File: src/rtl/cd_timer_array_pkg.sv
// Shared register-map constants and parameter helpers for the countdown timer bank.
package timer_pkg;

  localparam logic REG_COUNT = 1'b0;
  localparam logic REG_CTRL  = 1'b1;

  localparam int CTRL_AUTO  = 0;
  localparam int CTRL_IE    = 1;
  localparam int CTRL_PAUSE = 2;
  localparam int CTRL_EXP   = 8;

  localparam int DATA_W = 16;

  function automatic int tick_div(input int clock_hz, input int tick_hz);
    return clock_hz / tick_hz;
  endfunction

  // Prescaler needs to hold 0..div-1; keep at least one bit so TICK_DIV=1 still elaborates.
  function automatic int pre_width(input int div);
    return (div > 1) ? $clog2(div) : 1;
  endfunction

endpackage

File: src/rtl/cd_timer_array_channel.sv
// One countdown channel: counter, reload value, tick prescaler, control bits and sticky expiry.
module timer_channel
  import timer_pkg::*;
#(
  parameter int TICK_DIV  = 10,
  parameter int CNT_WIDTH = 16
) (
  input  logic                clk,
  input  logic                rst,
  input  logic                wr_count,
  input  logic                wr_ctrl,
  input  logic [DATA_W-1:0]   wr_data,
  output logic [DATA_W-1:0]   count,
  output logic [DATA_W-1:0]   ctrl_rd,
  output logic                irq
);

  localparam int                PRE_W    = pre_width(TICK_DIV);
  localparam logic [PRE_W-1:0]  PRE_LAST = PRE_W'(TICK_DIV - 1);

  logic [CNT_WIDTH-1:0] cnt_q, cnt_d;
  logic [CNT_WIDTH-1:0] reload_q, reload_d;
  logic [PRE_W-1:0]     pre_q, pre_d;
  logic                 auto_q, auto_d;
  logic                 ie_q, ie_d;
  logic                 pause_q, pause_d;
  logic                 exp_q, exp_d;

  logic active;
  logic tick;
  logic unused_wr;

  assign unused_wr = ^wr_data;

  assign active = (cnt_q != '0) && !pause_q;
  assign tick   = active && (pre_q == PRE_LAST);

  always_comb begin
    cnt_d    = cnt_q;
    reload_d = reload_q;
    pre_d    = pre_q;
    auto_d   = auto_q;
    ie_d     = ie_q;
    pause_d  = pause_q;
    exp_d    = exp_q;

    if (active) begin
      pre_d = tick ? '0 : pre_q + PRE_W'(1);
    end

    // W1C is applied first so an expiry on the same edge overrides it.
    if (wr_ctrl) begin
      auto_d  = wr_data[CTRL_AUTO];
      ie_d    = wr_data[CTRL_IE];
      pause_d = wr_data[CTRL_PAUSE];
      if (wr_data[CTRL_EXP]) exp_d = 1'b0;
    end

    if (tick) begin
      if (cnt_q > CNT_WIDTH'(1)) begin
        cnt_d = cnt_q - CNT_WIDTH'(1);
      end else begin
        exp_d = 1'b1;
        cnt_d = (auto_q && (reload_q != '0)) ? reload_q : '0;
      end
    end

    // A COUNT write restarts the channel outright, beating any tick this cycle.
    if (wr_count) begin
      cnt_d    = wr_data[CNT_WIDTH-1:0];
      reload_d = wr_data[CNT_WIDTH-1:0];
      pre_d    = '0;
      exp_d    = 1'b0;
    end
  end

  always_ff @(posedge clk or posedge rst) begin
    if (rst) begin
      cnt_q    <= '0;
      reload_q <= '0;
      pre_q    <= '0;
      auto_q   <= 1'b0;
      ie_q     <= 1'b0;
      pause_q  <= 1'b0;
      exp_q    <= 1'b0;
    end else begin
      cnt_q    <= cnt_d;
      reload_q <= reload_d;
      pre_q    <= pre_d;
      auto_q   <= auto_d;
      ie_q     <= ie_d;
      pause_q  <= pause_d;
      exp_q    <= exp_d;
    end
  end

  assign count = DATA_W'(cnt_q);
  assign irq   = exp_q & ie_q;

  always_comb begin
    ctrl_rd             = '0;
    ctrl_rd[CTRL_AUTO]  = auto_q;
    ctrl_rd[CTRL_IE]    = ie_q;
    ctrl_rd[CTRL_PAUSE] = pause_q;
    ctrl_rd[CTRL_EXP]   = exp_q;
  end

endmodule

File: src/rtl/cd_timer_array.sv
// Memory-mapped bank of independent countdown timers: address decode, read mux, channel array.
module cd_timer_array
  import timer_pkg::*;
#(
  parameter int CLOCK_HZ   = 27_000_000,
  parameter int TICK_HZ    = 1_000,
  parameter int NUM_CH     = 2,
  parameter int CNT_WIDTH  = 16,
  parameter int ADDR_WIDTH = 4
) (
  input  logic                  clk,
  input  logic                  rst,
  input  logic                  wr,
  input  logic [ADDR_WIDTH-1:0] addr,
  input  logic [15:0]           wr_data,
  output logic [15:0]           rd_data,
  output logic [NUM_CH-1:0]     irq
);

  localparam int TICK_DIV = tick_div(CLOCK_HZ, TICK_HZ);
  localparam int CH_W     = (ADDR_WIDTH > 2) ? ADDR_WIDTH - 2 : 1;

  if (TICK_DIV < 1) begin : g_bad_div
    $error("cd_timer_array: CLOCK_HZ/TICK_HZ must be >= 1");
  end
  if (NUM_CH < 1 || NUM_CH > 16) begin : g_bad_ch
    $error("cd_timer_array: NUM_CH must be 1..16");
  end
  if (CNT_WIDTH < 1 || CNT_WIDTH > 16) begin : g_bad_cnt
    $error("cd_timer_array: CNT_WIDTH must be 1..16");
  end
  if (ADDR_WIDTH < $clog2(NUM_CH) + 2) begin : g_bad_addr
    $error("cd_timer_array: ADDR_WIDTH too small for NUM_CH");
  end

  logic [CH_W-1:0]               chan;
  logic                          reg_sel;
  logic                          unused_addr;
  logic [NUM_CH-1:0]             wr_count;
  logic [NUM_CH-1:0]             wr_ctrl;
  logic [NUM_CH-1:0][DATA_W-1:0] count;
  logic [NUM_CH-1:0][DATA_W-1:0] ctrl_rd;

  if (ADDR_WIDTH > 2) begin : g_chan
    assign chan = addr[ADDR_WIDTH-1:2];
  end else begin : g_chan_one
    assign chan = '0;
  end

  assign reg_sel     = addr[1];
  assign unused_addr = addr[0];

  for (genvar c = 0; c < NUM_CH; c++) begin : g_ch
    assign wr_count[c] = wr && (chan == CH_W'(c)) && (reg_sel == REG_COUNT);
    assign wr_ctrl[c]  = wr && (chan == CH_W'(c)) && (reg_sel == REG_CTRL);

    timer_channel #(
      .TICK_DIV  (TICK_DIV),
      .CNT_WIDTH (CNT_WIDTH)
    ) u_ch (
      .clk      (clk),
      .rst      (rst),
      .wr_count (wr_count[c]),
      .wr_ctrl  (wr_ctrl[c]),
      .wr_data  (wr_data),
      .count    (count[c]),
      .ctrl_rd  (ctrl_rd[c]),
      .irq      (irq[c])
    );
  end

  // Channel indices past NUM_CH match nothing and fall through to zero.
  always_comb begin
    rd_data = '0;
    for (int c = 0; c < NUM_CH; c++) begin
      if (chan == CH_W'(c)) rd_data = reg_sel ? ctrl_rd[c] : count[c];
    end
  end

endmodule
File: config.mk
export PLATFORM = sky130hd
export DESIGN_NAME = cd_timer_array
export DESIGN_NICKNAME = d
export VERILOG_FILES = /design/src/rtl/cd_timer_array_pkg.sv /design/src/rtl/cd_timer_array_channel.sv /design/src/rtl/cd_timer_array.sv
export SDC_FILE = /design/constraint.sdc
export NUM_CORES = 1
export LEC_CHECK = 0
export BUFFER_PORTS_ARGS = -buffer_cell sky130_fd_sc_hd__buf_2
export CAP_MARGIN = 30
export CORE_ASPECT_RATIO = 1.2
export CORE_MARGIN = 2
export CORE_UTILIZATION = 47
export DETAILED_ROUTE_END_ITERATION = 8
export GPL_ROUTABILITY_DRIVEN = 0
export GPL_TIMING_DRIVEN = 1
export PLACE_DENSITY = 0.7
export RECOVER_POWER = 25
export SYNTH_ARGS = -nofsm -noshare
export SYNTH_HDL_FRONTEND = slang
export SYNTH_HIERARCHICAL = 1
export SYNTH_SLANG_ARGS = --single-unit
File: constraint.sdc
create_clock -name clk -period 3.4 [get_ports clk]
set_clock_uncertainty 0.2 [all_clocks]
set_input_delay 0.34 -clock clk [delete_from_list [all_inputs] [get_ports clk]]
set_output_delay 0.34 -clock clk [all_outputs]
set_load 0.01 [all_outputs]
==> results of run 1 <==
-- logic make-up after synthesis --
group / count (synthesis) / share of synthesized area
AOI/OAI and AO/OA: 194 / 0.1931
xor gates and xnor gates: 14 / 0.01778
adders and majority gates: 8 / 0.01452
buffers and inverters: 110 / 0.09708
DFF: 102 / 0.3702
muxes: 59 / 0.08964
other: 2 / 0.001089
and+or+nand+nor: 248 / 0.2167
-- cell usage after synthesis, types with 6 or more instances --
library cell,instances
a31oi_1,8
and4_1,10
clkbuf_1,14
a311oi_1,6
a21oi_1,34
mux2_2,22
a22oi_1,7
xor2_1,10
nand2b_1,8
nand3_1,25
nand4_1,18
or4_1,13
or3_1,9
and3_1,10
ha_1,8
o31ai_1,7
dfrtp_1,102
o211ai_1,9
buf_6,12
inv_1,27
o22ai_1,20
mux2i_1,37
nor4_1,12
o21ai_0,37
buf_4,37
nand2_1,49
nor2_1,34
nor3_1,14
a211oi_1,9
buf_2,12
and2_1,7
-- per-stage QoR --
step                hold slack, ns  cells
floorplan                   0.2531    759
global placement            0.2679    900
detailed placement          0.1574    902
CTS                        0.05858    919
global route               0.07248    920
finish                     0.07197    920
-- power by group --
group          internal, uW  switching (uW)
clock network           614             470
registers              1440             312
logic                   358             456
-- registers in the layout, summed over array words and instances (netlist names) --
name and flops:
g_ch.u_ch/auto_q 2, g_ch.u_ch/count 32, g_ch.u_ch/pause_q 2, g_ch.u_ch/pre_q 30
g_ch.u_ch/exp_q 2, g_ch.u_ch/reload_q 32, g_ch.u_ch/ie_q 2
-- layout make-up --
cell class | instances | area [um2] | area share
multi-input cells | 547 | 3762 | 0.5187
clock buffers | 12 | 256.5 | 0.03536
clock inverters | 4 | 53.80 | 0.007418
flip-flops and latches | 102 | 2552 | 0.3519
inverters | 29 | 108.9 | 0.01501
repair buffers | 51 | 300.3 | 0.04140
well taps | 175 | 219.0 | 0.03019
-- path summary, 6_finish.rpt --
check                      cells past startpoint                        end  slack [ns]                 startpoint
min in group asynchronous                      3        g_ch[1].u_ch/auto_q        0.41                        rst
hold / removal                                 3        g_ch[1].u_ch/auto_q        0.07                 wr_data[0]
max in group asynchronous                      4      g_ch[1].u_ch/pre_q[2]        1.23                        rst
hold reg to reg                                1  g_ch[0].u_ch/reload_q[13]        0.30  g_ch[0].u_ch/reload_q[13]
setup reg to reg                               5      g_ch[0].u_ch/count[4]        0.48     g_ch[0].u_ch/count[11]
setup / recovery                               5      g_ch[0].u_ch/count[4]        0.48     g_ch[0].u_ch/count[11]
-- worst max-delay path: cells and delay by family (launching register included) --
kind / cells / cell delay (ns)
compound gates: 3 / 0.78
simple gates: 2 / 1.37
flops: 1 / 0.45
-- routing by layer --
| metal | GRT usage | part of all wire | wire length (um) | up-vias |
|---|---|---|---|---|
| met5 | 0 | 0 | 0 | - |
| met4 | 0.1009 | 0.031 | 587 | 0 |
| met3 | 0.03986 | 0.061 | 1154 | 52 |
| met2 | 0.4178 | 0.50 | 9399 | 255 |
| met1 | 0.3211 | 0.41 | 7728 | 3005 |
| li1 | - | - | - | 2753 |
==> impl_results.md, run 1 <==
* Status: complete, no violations
* Nets at 771
* P&R area growth vs syn at 5.190%
* Clock buffer depth at 2
* Slew headroom at 0.3369
* Via count at 6065
* Critical path's slowest cell: or4_1
* RSZ-0062 raised after global routing: false
* Post-cts resize count at 0
* Cts bufs inserted at 9
* Total power at 3648 uW
* Die ar. at 0.01566 mm2
* Die width at 114.6 um
* Port Buffers at 39
* Drt total wl at 18.87 mm
* Largest net degree at the start of global routing at 40
* Slew Viols, Final at 0
* Final Hold Viols at 0
* Placement Setup Slack at 0.5309 ns
* DRT Pass-1 Iters at 6
* GRT Util Overall at 0.2494
* Setup TNS at 0 ns
* Max Clk Rate at 342.4 MHz
* Setup violations, final at 0
* Total grt overflow at 0
* Worst-Skew Late Latency at 0.36 ns
* Yosys warns at 6
* Synth area leader: dfrtp_1
* MaxCap Viol Count at 0
* Worst Tran Pin Value at 0.9946 ns
* Clock root buffer: clkbuf_16
* FF+latch count, synth at 102
* Synth top area share at 0.3702
* Leak at 0.003070 uW
* Clock sink total at 102
* Post-Syn Area per Cell at 9.356 um2
* CP cell instances: or4_1 -> nor4_4 -> a211oi_1 -> a311o_1 -> a32o_1
* Kind of start point of the critical path: flop
* Sequential element share of the synthesized area at 0.3702
* Power Dens Cells at 502.9 mW/mm2
* Post-synth EDFFs at 0
* Post-layout min period at 2.920 ns
* Share of cells above drive strength 1 at 0.1477
* WP data arrival at 2.96 ns
* Hold-fix buffers, CTS at 1
* Post-CTS setup buffers at 0
* Die height at 136.7 um
* Drt drc at 0
* Dpl cell area at 0.006950 mm2
* Predominant post-synthesis flop cell: dfrtp_1
* Kind of end point of the critical path: flop
* Vias in the first global route at 5907
* Async SR Flop Fraction at 1.000
* Final core occ at 0.5053
* Yosys cell types at 83
* Starting Density at 0.4804
* Area contributors post-synth: dfrtp_1 37%, mux2i_1 5.4%, buf_4 4.0%
* Post-DP HPWL at 13.65 mm
* Worst Path Max Fanout at 10
* Commonest cells after routing, fill and taps aside: 102 x dfrtp_1, 49 x nand2_1, 37 x mux2i_1, 37 x o21ai_0, 37 x buf_2
* I/O pin count at 41
* Routed vias/inst at 6.592
* Min-delay worst type: primary input to flop
* Final worst slack at 0.4795 ns
* Filler cell count at 1349
* CTS tree: yes
* Core area at 0.01435 mm2
* Largest stage delay on the critical path at 0.77 ns
* H-Tree Depth at 3
* Initial antenna violation count at 0
* Routed len/inst at 20.51 um
* Leading cell type in the layout, fill and taps excluded: dfrtp_1
* Cell Rows at 48
* ANT cells at 0
* Synth Instances at 737
* Worst vdd ir at 0.0003620 V
* Clk slew on worst S/H paths at 0.07 ns
* Post-route cell area at 0.007253 mm2
* DR iter-0 viols at 578
* Fin crit share at 0.8590
* Global-route wire length before repair at 30.66 mm
* Worst Setup Path Type: flop to flop
* Cell Area, Synth at 0.006895 mm2
* ANT nets after route at 0
* CP Data Required Time at 3.44 ns
Note: power is estimated with default switching activity, not from simulation.
==> run 2: changes to the inputs <==
- CAP_MARGIN: 30 -> 20
- PLACE_DENSITY: 0.7 -> default
- PLACE_DENSITY_LB_ADDON: default -> 0.08
==> run 2 against run 1 <==
Against the previous run:
- first-iteration DRC count shrank 12%
- final cell count grew 0.33%
- critical path depth is the same
- power shrank 1.4%
- global-route usage grew 1.3 points
- worst hold slack gained 0.016 ns
- die area is the same
- wire length grew 4.4%
- highest routed layer unchanged
==> impl_results.md, run 2 (synthesis gave the netlist of run 1 again) <==
* Slew headroom at 0.3494 (+0.01244)
* Global-route wire length before repair at 31.55 mm (+2.9%)
* Post-CTS setup buffers at 0 (unchanged)
* Post-layout min period at 2.902 ns (-0.01883 ns)
* Hold-fix buffers, CTS at 1 (unchanged)
* Clock buffer depth at 2 (unchanged)
* WP buf/inv at 0 (unchanged)
* Die ar. at 0.01566 mm2 (unchanged)
* GRT busiest layer: met2
* CP delay by family, top: simple AND/OR/NAND/NOR gates
* Min-delay worst type: primary input to flop
* Leading cell type in the layout, fill and taps excluded: dfrtp_1
* Routed vias/inst at 6.397 (-3.0%)
* ANT nets after route at 0 (unchanged)
* Sw frac at 0.3537 (+0.01445)
* Post-cts resize count at 0 (unchanged)
* P&R area growth vs syn at 5.117% (about the same)
* Die height at 136.7 um (unchanged)
* Die width at 114.6 um (unchanged)
* Commonest cells after routing, fill and taps aside: 102 x dfrtp_1, 49 x nand2_1, 37 x mux2i_1, 37 x o21ai_0, 37 x buf_2
* Worst Path Max Fanout at 10 (unchanged)
* Final core occ at 0.5050 (about the same)
* DR iter-0 viols at 508 (-12%)
* Via count at 5904 (-2.7%)
* Initial antenna violation count at 0 (unchanged)
* RSZ-0062 raised after global routing: false
* Combinational power share at 0.226 (+0.003)
* Internal Power at 2324 uW (-3.6%)
* Starting Density at 0.4804 (unchanged)
* H-Tree Depth at 3 (unchanged)
* Slew Viols, Final at 0 (unchanged)
* CTS tree: yes
* Cts bufs inserted at 9 (unchanged)
* P_sw at 1272 uW (+2.8%)
* Share of cells above drive strength 1 at 0.1537 (+0.006092)
* Setup TNS at 0 ns (unchanged)
* I/O pin count at 41 (unchanged)
* Final non-filler cell total at 923 (+0.33%)
* MaxCap Viol Count at 0 (unchanged)
* Status: complete, no violations
* Nets at 774 (+0.39%)
* Largest net degree at the start of global routing at 52 (+30%)
* Largest stage delay on the critical path at 0.75 ns (-0.02 ns)
* Max Clk Rate at 344.6 MHz (+0.65%)
* ANT cells at 0 (unchanged)
* Worst-Skew Late Latency at 0.36 ns (about the same)
* Worst vdd ir at 0.0002359 V (-35%)
* Final Hold Viols at 0 (unchanged)
* Total power at 3595 uW (-1.4%)
* Sequential fraction of design power at 0.491 (+0.011)
* Worst Tran Pin Value at 0.9628 ns (-0.03179 ns)
* Clk slew on worst S/H paths at 0.08 ns (about the same)
* GRT Util Overall at 0.2620 (+0.01262)
* Core area at 0.01435 mm2 (unchanged)
* Total grt overflow at 0 (unchanged)
* Worst Setup Path Type: flop to flop
* WHS at 0.08776 ns (+0.01579 ns)
* Kind of start point of the critical path: flop
* Clock share of power at 0.283 (-0.014)
* Clock root buffer: clkbuf_16
* Grt met1 use at 0.3512 (+0.03006)
* DP Cell Count at 905 (+0.33%)
* CP Data Required Time at 3.44 ns (about the same)
* DRT Pass-1 Iters at 6 (unchanged)
* Drt drc at 0 (unchanged)
* CP cell instances: or4_1 -> nor4_4 -> a211oi_1 -> a311o_1 -> a32o_1
* Vias in the first global route at 5709 (-3.4%)
* Clock sink total at 102 (unchanged)
* Met2 GRT Util at 0.3964 (-0.02137)
* Kind of end point of the critical path: flop
* GR Layer Usage met3 at 0.03942 (-0.0004429)
* WP data arrival at 2.94 ns (-0.02 ns)
* Setup violations, final at 0 (unchanged)
* Critical path's slowest cell: or4_1
* Power Dens Cells at 496.0 mW/mm2 (-1.4%)
* Port Buffers at 39 (unchanged)
* Cell Rows at 48 (unchanged)
* Fin crit share at 0.8534 (-0.005538)
* Routed len/inst at 21.34 um (+4.0%)
* Drt total wl at 19.69 mm (+4.4%)
* Post-DP HPWL at 14.14 mm (+3.6%)
* Leak at 0.003076 uW (+0.20%)
[run 2: worst paths after layout]
check	start	to	slack, ns	depth (start not counted)
max	g_ch[0].u_ch/count[10]	g_ch[0].u_ch/count[4]	0.50	5
max in group asynchronous	rst	g_ch[0].u_ch/ie_q	1.80	4
min in group asynchronous	rst	g_ch[0].u_ch/reload_q[9]	0.45	3
min	wr_data[13]	g_ch[1].u_ch/reload_q[13]	0.09	2
max reg2reg	g_ch[0].u_ch/count[10]	g_ch[0].u_ch/count[4]	0.50	5
min reg2reg	g_ch[0].u_ch/reload_q[13]	g_ch[0].u_ch/reload_q[13]	0.28	1
[run 2: per-layer routing]
| metal | part of all wire | vias to the layer above |
|---|---|---|
| met1 | 0.45 | 2872 |
| met3 | 0.048 | 57 |
| met4 | 0.054 | 0 |
| li1 | - | 2754 |
| met5 | 0 | - |
| met2 | 0.45 | 221 |
[run 2: cell type report]
cell class | count | area, um2
fill | 1347 | 7106
clock buffer | 10 | 239.0
timing repair buffer | 54 | 316.6
sequential | 102 | 2552
tap | 175 | 219.0
multi-input combinational | 547 | 3762
inverter | 29 | 108.9
clock inverter | 6 | 50.05
[run 2: power groups by stage]
stage	clock (uW)	combinational [uW]	sequential, uW
detailed placement	0	798	1780
floorplan	0	720	1630
finish	1020	813	1770
global route	1090	907	1810
CTS	1060	803	1760
global placement	0	775	1780
[run 2: metrics by stage]
stage	instance area, um2	setup WS, ns
after detailed placement	6935	0.5487
after CTS	7234	0.5359
after global routing	7248	0.3916
after floorplan	6978	0.8039
final	7248	0.4984
after global placement	6935	0.5846
[run 2: worst register-to-register path, stage by stage (launching register included)]
cell and delay (ns):
dfrtp_1 0.46, or4_1 0.75, nor4_4 0.63, a211oi_1 0.16, a311o_1 0.35, a32o_1 0.25
==> run 3: changes to the inputs <==
- clock period: 3.4 -> 2.5 ns (I/O delays scaled with it)
==> run 3 against run 2 <==
Against the previous run:
- non-clock buffer count increased by 74
- wire length increased by 1.8%
- sequential power increased by 28%
- die area unchanged
- largest cell class unchanged
==> impl_results.md, run 3 (synthesis gave the netlist of run 1 again) <==
* Sequential fraction of design power at 0.431 (-0.060)
* Area of the multi-input gates at 0.003811 mm2 (+1.3%)
* DRT Pass-1 Iters at 5 (-1)
* Worst vdd ir at 0.0003392 V (+44%)
* I/O pin count at 41 (unchanged)
* Worst-Skew Late Latency at 0.36 ns (about the same)
* RSZ-0062 raised after global routing: true
* Clock sink total at 102 (unchanged)
* Kind of start point of the critical path: flop
* WHS at 0.01140 ns (-0.07635 ns)
* Combinational power share at 0.274 (+0.048)
* Starting Density at 0.4804 (unchanged)
* Via count at 6151 (+4.2%)
* Drt drc at 0 (unchanged)
* Total power at 5241 uW (+46%)
* Sw frac at 0.3342 (-0.01953)
* Final non-filler cell total at 997 (+8.0%)
* CP Data Required Time at 2.55 ns (-0.89 ns)
* ANT nets after route at 0 (unchanged)
* Internal Power at 3490 uW (+50%)
* CTS tree: yes
* Worst Path Max Fanout at 7 (-3)
* Drt total wl at 20.06 mm (+1.8%)
* DP Cell Count at 973 (+7.5%)
* Crit Reg-Reg Endpoint: g_ch[1].u_ch/count[4]
* Filler cell count at 1311 (-2.7%)
* Port Buffers at 39 (unchanged)
* Power Dens Cells at 662.4 mW/mm2 (+34%)
* Register Area at 0.002552 mm2 (unchanged)
* Hold Startpoint: wr_data[13]
* Leak at 0.003466 uW (+13%)
* Nets at 848 (+9.6%)
* Global-route wire length before repair at 32.11 mm (+1.7%)
* Die width at 114.6 um (unchanged)
* Worst Setup Path Type: flop to flop
* Routed vias/inst at 6.170 (-3.5%)
* H-Tree Depth at 3 (unchanged)
* Clock root buffer: clkbuf_16
* Worst r2r src: g_ch[1].u_ch/count[0]
* Slew headroom at 0.2865 (-0.06284)
* Register-to-register setup slack at 0.08 ns (-0.42 ns)
* Largest net degree at the start of global routing at 32 (-38%)
* Share of cells above drive strength 1 at 0.2324 (+0.07862)
* Kind of end point of the critical path: flop
* Clock share of power at 0.295 (+0.012)
* Worst Tran Pin Value at 1.070 ns (+0.1074 ns)
* Critical Path End: g_ch[1].u_ch/count[4]
* Setup crit start: g_ch[1].u_ch/count[0]
* Core area at 0.01435 mm2 (unchanged)
* DR iter-0 viols at 386 (-24%)
* Cell Rows at 48 (unchanged)
* Setup violations, final at 0 (unchanged)
* Clock buffer depth at 2 (unchanged)
* Fin crit share at 0.9676 (+0.1142)
* WP data arrival at 2.47 ns (-0.47 ns)
* Die height at 136.7 um (unchanged)
* Min-delay worst type: primary input to flop
* Max Clk Rate at 413.4 MHz (+20%)
* Commonest cells after routing, fill and taps aside: 102 x dfrtp_1, 77 x buf_4, 47 x nand2_1
* P&R area growth vs syn at 14.75%
* Cts bufs inserted at 9 (unchanged)
* Slew Viols, Final at 0 (unchanged)
* Total grt overflow at 0 (unchanged)
* GRT Util Overall at 0.2651 (+0.003046)
* Setup TNS at 0 ns (unchanged)
* Leading cell type in the layout, fill and taps excluded: dfrtp_1
* MaxCap Viol Count at 0 (unchanged)
* Initial antenna violation count at 0 (unchanged)
* Clk slew on worst S/H paths at 0.07 ns (about the same)
* Status: complete, no violations
* Die ar. at 0.01566 mm2 (unchanged)
* FF-to-FF path depth at 8 (+3)
* Final core occ at 0.5513 (+0.04629)
* Vias in the first global route at 6082 (+6.5%)
* Post-DP HPWL at 14.95 mm (+5.7%)
* ANT cells at 0 (unchanged)
* Routed len/inst at 20.12 um (-5.7%)
* Final Hold Viols at 0 (unchanged)
* P_sw at 1752 uW (+38%)
* Post-layout min period at 2.419 ns (-0.4827 ns)
-- run 3: worst min path at each step --
stage | to | slack, ns | depth (start not counted)
after floorplan | g_ch[0].u_ch/pause_q | 0.17 | 2
after global placement | g_ch[1].u_ch/pre_q[12] | 0.08 | 2
after detailed placement | g_ch[1].u_ch/pre_q[10] | 0.08 | 2
after CTS | g_ch[1].u_ch/reload_q[13] | 0.002 | 2
after global routing | g_ch[1].u_ch/reload_q[13] | 0.002 | 2
final | g_ch[1].u_ch/reload_q[13] | 0.01 | 2
-- run 3: metrics by stage --
step,setup slack (ns),area [um2]
6_report,0.08103,7913
5_1_grt,-0.01167,7913
4_1_cts,0.05733,7870
3_5_place_dp,0.08152,7480
3_3_place_gp,0.08383,7480
2_1_floorplan,0.03131,6984
-- run 3: layout make-up --
class / instances / share of cell area
clock buffer: 10 / 0.02894
clock inverter: 6 / 0.01154
inverter: 29 / 0.01376
multi-input combinational: 547 / 0.4817
sequential: 102 / 0.3226
tap: 175 / 0.02767
timing repair buffer: 128 / 0.1139
-- run 3: power groups by stage --
stage                     combinational, uW  sequential, uW  clock [uW]
after CTS                              1420            2260        1590
after global routing                   1590            2310        1660
after detailed placement               1410            2280           0
after global placement                 1380            2270           0
final                                  1440            2260        1540
after floorplan                         980            2220           0
-- run 3: worst max-delay path: stages (launching register included) --
cell      delay [ns]
dfrtp_1         0.39
buf_4           0.18
ha_1            0.19
or2_2           0.32
and4_1          0.26
buf_4           0.18
a211oi_1        0.28
a31oi_1         0.07
o311ai_1        0.25
-- run 3: routing by layer --
layer / GRT usage / routed length (um) / up-vias
met2: 0.4218 / 9330 / 211
met5: 0 / 0 / -
met3: 0.02657 / 873 / 46
met4: 0.1484 / 851 / 0
li1: - / - / 2902
met1: 0.3533 / 9001 / 2992
-- run 3: timing repair --
action                                 CTS  global route
setup endpoints to repair                0            30
setup buffers                            0             1
endpoints found under the hold margin   79             0
gates resized for setup                  0            11
hold buffers                             7             0
